File: config.mk
export PLATFORM = sky130hd
export DESIGN_NAME = gmii_rx_deframer
export DESIGN_NICKNAME = d
export VERILOG_FILES = /design/src/rtl/gmii_rx_deframer.sv
export SDC_FILE = /design/constraint.sdc
export NUM_CORES = 1
export LEC_CHECK = 0
export ABC_AREA = 1
export BUFFER_PORTS_ARGS = -buffer_cell sky130_fd_sc_hd__buf_2
export CAP_MARGIN = 20
export CORE_ASPECT_RATIO = 2
export CORE_MARGIN = 3
export CORE_UTILIZATION = 60
export DETAILED_ROUTE_END_ITERATION = 6
export MAX_ROUTING_LAYER = met4
export PLACE_DENSITY = 0.88
export SKIP_CTS_REPAIR_TIMING = 1
export SLEW_MARGIN = 20
export SYNTH_ARGS = -nofsm -noshare
export SYNTH_HDL_FRONTEND = slang
export SYNTH_SLANG_ARGS = --single-unit
File: constraint.sdc
create_clock -name GMII_CLK -period 2.25 [get_ports GMII_CLK]
set_input_delay 0.45 -clock GMII_CLK [delete_from_list [all_inputs] [get_ports GMII_CLK]]
set_output_delay 0.45 -clock GMII_CLK [all_outputs]
set_load 0.005 [all_outputs]
File: src/rtl/gmii_rx_deframer.sv
// GMII receive deframer: strips preamble/SFD/FCS, checks CRC-32, error flag and frame length.
// Define GMII_RX_STATS_EN to build the saturating good/bad frame counters; otherwise they read 0.
module gmii_rx_deframer #(
    parameter int MIN_LEN = 64,
    parameter int MAX_LEN = 1518
) (
    input  logic        GMII_CLK,
    input  logic        RESET_N,
    input  logic        GMII_RX_DV,
    input  logic [7:0]  GMII_RXD,
    input  logic        GMII_RX_ER,
    output logic [7:0]  RX_DATA,
    output logic        RX_VALID,
    output logic        RX_LAST,
    output logic        RX_GOOD,
    output logic        RX_BAD,
    output logic [15:0] FRAME_OK_CNT,
    output logic [15:0] FRAME_ERR_CNT
);
    localparam logic [31:0] CRC_POLY    = 32'hEDB88320;
    localparam logic [31:0] CRC_RESIDUE = 32'hDEBB20E3;

    typedef enum logic [1:0] {IDLE, PREAMBLE, DATA, DROP} state_t;

    state_t          state;
    logic            dv_r, dv_q, er_r;
    logic [7:0]      rxd_r;
    logic [3:0][7:0] dline;
    logic [10:0]     count;
    logic [31:0]     crc;
    logic            er_seen;
    logic            ovf_r;
    logic            out_vld;
    logic [7:0]      out_byte;

    logic eof, len_ok, frame_good;

    function automatic logic [31:0] crc_next(input logic [31:0] c, input logic [7:0] d);
        logic [31:0] r;
        r = c ^ {24'h0, d};
        for (int i = 0; i < 8; i++)
            r = r[0] ? ((r >> 1) ^ CRC_POLY) : (r >> 1);
        return r;
    endfunction

    // DV history resets high so a DV already asserted at reset release is not taken as an edge.
    always_ff @(posedge GMII_CLK or negedge RESET_N) begin
        if (!RESET_N) begin
            dv_r  <= 1'b1;
            dv_q  <= 1'b1;
            er_r  <= 1'b0;
            rxd_r <= 8'h00;
        end else begin
            dv_r  <= GMII_RX_DV;
            dv_q  <= dv_r;
            er_r  <= GMII_RX_ER;
            rxd_r <= GMII_RXD;
        end
    end

    always_ff @(posedge GMII_CLK or negedge RESET_N) begin
        if (!RESET_N) begin
            state    <= IDLE;
            dline    <= '0;
            count    <= '0;
            crc      <= '1;
            er_seen  <= 1'b0;
            ovf_r    <= 1'b0;
            out_vld  <= 1'b0;
            out_byte <= 8'h00;
        end else begin
            out_vld <= 1'b0;
            ovf_r   <= 1'b0;
            case (state)
                IDLE: if (dv_r && !dv_q) state <= PREAMBLE;
                PREAMBLE: begin
                    if (!dv_r)
                        state <= IDLE;
                    else if (rxd_r == 8'hD5) begin
                        state   <= DATA;
                        count   <= '0;
                        crc     <= '1;
                        er_seen <= 1'b0;
                    end else if (rxd_r != 8'h55)
                        state <= DROP;
                end
                DATA: begin
                    if (!dv_r) begin
                        state <= IDLE;
                        count <= '0;
                    end else begin
                        dline <= {dline[2:0], rxd_r};
                        crc   <= crc_next(crc, rxd_r);
                        if (er_r) er_seen <= 1'b1;
                        if (count != '1) count <= count + 11'd1;
                        // Once four bytes are held, every push evicts the oldest one to the output.
                        if (count >= 11'd4) begin
                            out_vld  <= 1'b1;
                            out_byte <= dline[3];
                        end
                        if (int'(count) == MAX_LEN) begin
                            ovf_r <= 1'b1;
                            state <= DROP;
                            count <= '0;
                        end
                    end
                end
                DROP: if (!dv_r) state <= IDLE;
                default: state <= IDLE;
            endcase
        end
    end

    // Frame end is only known one cycle after the last byte was evicted (DV seen low), so
    // status is decoded from registered state to keep the 5-cycle data latency.
    assign eof        = (state == DATA) && !dv_r;
    assign len_ok     = (int'(count) >= MIN_LEN) && (int'(count) <= MAX_LEN);
    assign frame_good = (crc == CRC_RESIDUE) && !er_seen && len_ok;

    assign RX_DATA  = out_byte;
    assign RX_VALID = out_vld;
    assign RX_LAST  = out_vld && (ovf_r || eof);
    assign RX_GOOD  = RX_LAST && !ovf_r && frame_good;
    assign RX_BAD   = RX_LAST && !RX_GOOD;

`ifdef GMII_RX_STATS_EN
    logic [15:0] ok_cnt, err_cnt;
    logic        ok_ev, err_ev;

    // A runt never reaches the output, and a bad preamble never reaches DATA: count both here.
    assign ok_ev  = RX_GOOD;
    assign err_ev = RX_BAD || (eof && (count <= 11'd4)) ||
                    ((state == PREAMBLE) && dv_r && (rxd_r != 8'h55) && (rxd_r != 8'hD5));

    always_ff @(posedge GMII_CLK or negedge RESET_N) begin
        if (!RESET_N) begin
            ok_cnt  <= '0;
            err_cnt <= '0;
        end else begin
            if (ok_ev && (ok_cnt != '1))   ok_cnt  <= ok_cnt + 16'd1;
            if (err_ev && (err_cnt != '1)) err_cnt <= err_cnt + 16'd1;
        end
    end

    assign FRAME_OK_CNT  = ok_cnt;
    assign FRAME_ERR_CNT = err_cnt;
`else
    assign FRAME_OK_CNT  = '0;
    assign FRAME_ERR_CNT = '0;
`endif

endmodule

==> parameters.txt <==
Parameter                              Value

Run status
  Result of the run    finished, violations left
  Violations in the final reports    negative hold slack, negative setup slack

CTS
  Clock buffer count from CTS    9
  Clk Tree Root Cell    clkbuf_16
  Clock sink count    about 100
  CTS Buffer Depth    2
  Clock-pin slew on the worst setup and hold paths    0.08 ns
  Clk Latency, worst-skew pair    approximately 0.35 ns
  CTS tree    built
  CTS HTree Levels    3

Worst setup path
  Arrival time worst endpoint    ~1.9 ns
  Startpoint types    flip-flop
  Kind of critical path    reg2out
  Crit. End Element    primary output
  Crit-path max FO    2
  Endpoint required time on the critical path    around 1.8 ns
  Setup slack, reg-to-reg    approximately 0.24 ns

Logic synthesis
  Flops & latches, synth    99
  Portion of synthesized cell area occupied by the leading cell type    0.285
  Leading cell types by total area after synthesis    dfrtp_1 29%, dfstp_2 16%, nand2_1 14%
  Most common cell in the synthesized netlist    nand2_1
  Cells after synthesis    727
  Share of async-settable or async-resettable flops after synthesis    1.00
  Summed instance area of the synthesized netlist    0.00571 mm2
  Post-synthesis cell type count    43
  Yosys top cell by area    dfrtp_1
  Post-synthesis sequential area ratio    0.442
  Average instance area after synthesis    approximately 7.8 um2
  EDFF count, synth    0
  Top post-synthesis cells by count    219 x nand2_1, 94 x inv_1, 65 x dfrtp_1, 49 x o21ai_0, 46 x nand3_1
  Dominant register cell in the synthesized netlist    dfrtp_1
  Synth Warn #    0

Floorplan
  Die height    roughly 140 um
  Number of core rows    49
  Horizontal die dimension    around 75 um
  Initial core utilization    0.625
  Floorplan Core Area    ~0.009 mm2
  Die ar.    0.0108 mm2
  Total I/O pin count    56

Hold path
  Type of the worst min-delay path    in2async

Drt
  Post-DR wirelength/cell    between 15 and 20 um
  Count of nets left with antenna violations after detail routing    0
  Total Wirelength    14500 um
  Via Count    4917
  Via density per instance    between 5 and 6
  Drt first pass iters    5
  Number of DRC violations after detailed-routing iteration 0    between 400 and 500
  DRC Markers    0

Timing
  Maximum clock frequency    429 MHz
  Min cycle time layout    approximately 2.3 ns
  Final setup margin    -0.0803 ns
  Tightest slew margin relative to the limit    0.648
  Max-slew violation count    0
  Final Hold Fails    1
  Final worst-path cycle share    1.04
  Accumulated negative setup slack    -0.123 ns
  Slew at the pin closest to its max-slew limit    0.527 ns
  Worst hold slack    -0.000590 ns
  Setup repair after global routing missed its margin    true
  Worst Skew    ~0.0094 ns
  Finish-stage setup viols    2

Final layout
  Post-route cell area    approximately 0.0062 mm2
  Fraction of final layout cells sized beyond drive strength 1    0.182
  Antenna fix cells    0
  Count of nets after finishing    about 770
  Layout area overhead    8.38%

Pwr
  Pwr/cell area    approximately 1300 mW/mm2
  IR Drop Worst-Case VDD    ~0.76 mV
  Leakage power summed over all cells    3.21 nW

Place
  Hpwl dp    roughly 11000 um
  Routability-driven placement congestion ratio    1.01
  Count of input and output buffers    23
  DP Area    ~0.0058 mm2

Global routing
  Antenna violations before repair    0
  Gr usage total    0.296
  Via count of the first global-routing pass    roughly 4.7k
  Global-route wire length before repair    roughly 23000 um
  Final global-route overflow total    0
  Maximum number of pins on one net before global-route repair    55

Run
  Maximum Capacitance Violations    0
final cells by class:
class	instances	area (um2)
Fill cell	714	2950
Timing Repair Buffer	37	248
Clock buffer	9	225
Multi-Input combinational cell	509	2600
Sequential cell	99	2520
Inverter	102	383
Tap cell	102	128
Clock inverter	7	80.1
state kept, by name (all words and copies together), names as in the netlist:
signal / flops
RX_DATA: 8
er_r: 1
count: 11
state: 2
dline: 32
dv_q: 1
er_seen: 1
dv_r: 1
ovf_r: 1
crc: 32
RX_VALID: 1
rxd_r: 8
critical path, cell delays in order (launching register included):
cell     delay (ns)
dfstp_2        0.37
nor4_1         0.27
buf_4          0.18
nand3_1        0.11
nor2_1         0.14
nand3_1        0.12
nor2_1         0.17
nor2_1         0.05
buf_2          0.12
worst paths after layout:
| check | from | endpoint | cells after the start |
|---|---|---|---|
| max | crc[12] | RX_BAD | 8 |
| min | RESET_N | dline[12] | 1 |
| max reg2reg | crc[1] | crc[29] | 11 |
| min reg2reg | dv_r | dv_q | 0 |
| max in group asynchronous | RESET_N | crc[10] | 2 |
| min in group GMII_CLK | GMII_RX_DV | dv_r | 1 |
cells by family after synthesis:
logic type | after synthesis | share of synthesized area
buf+inv | 150 | 0.129
simple gates | 348 | 0.277
compound gates | 89 | 0.0890
other cells | 1 | 0.000657
fa+ha+maj | 2 | 0.00438
xor+xnor | 38 | 0.0583
flops | 99 | 0.442
metrics by stage:
step / power (mW) / setup slack, ns / std cells / utilization
after floorplan: 5.61 / 0.530 / 758 / -
after global placement: 6.29 / 0.239 / 845 / 0.637
after detailed placement: 6.46 / 0.195 / 845 / 0.637
after CTS: 8.05 / -0.204 / 861 / 0.670
after global routing: 8.75 / -0.128 / 865 / 0.677
final: 8.18 / -0.0803 / 865 / 0.677
report_power, final:
group          switching [mW]  internal (mW)  leakage [nW]
clock network           0.760          0.791         0.146
logic                    2.38           1.25          1.86
registers               0.447           2.56          1.21
total                    3.58           4.60          3.21
cell usage in the layout, fill, tap and decap left out, drive strengths merged, types with 3 or more instances in the layout:
cell,synthesis,routed
nor3,10,10
conb,1,32
a22oi,3,3
clkinv,0,3
xor2,28,28
dfrtp,65,65
or2,6,6
buf,43,37
inv,102,105
xnor2,10,10
nand3,50,50
nor4,5,5
nor2,31,31
dfstp,34,34
o22ai,10,10
nand4,9,9
o21ai,56,56
a21oi,12,12
a31oi,3,3
nand2,236,236
clkbuf,5,9
routing by layer:
metal	track usage	up-vias	part of all wire	wire length [um]
met5	-	-	0	0
met4	0.215	0	0.076	1110
met3	0.0350	81	0.052	757
met2	0.504	243	0.53	7750
met1	0.298	2305	0.34	4910
li1	-	2288	-	-
(Power assumes the default switching activity.)
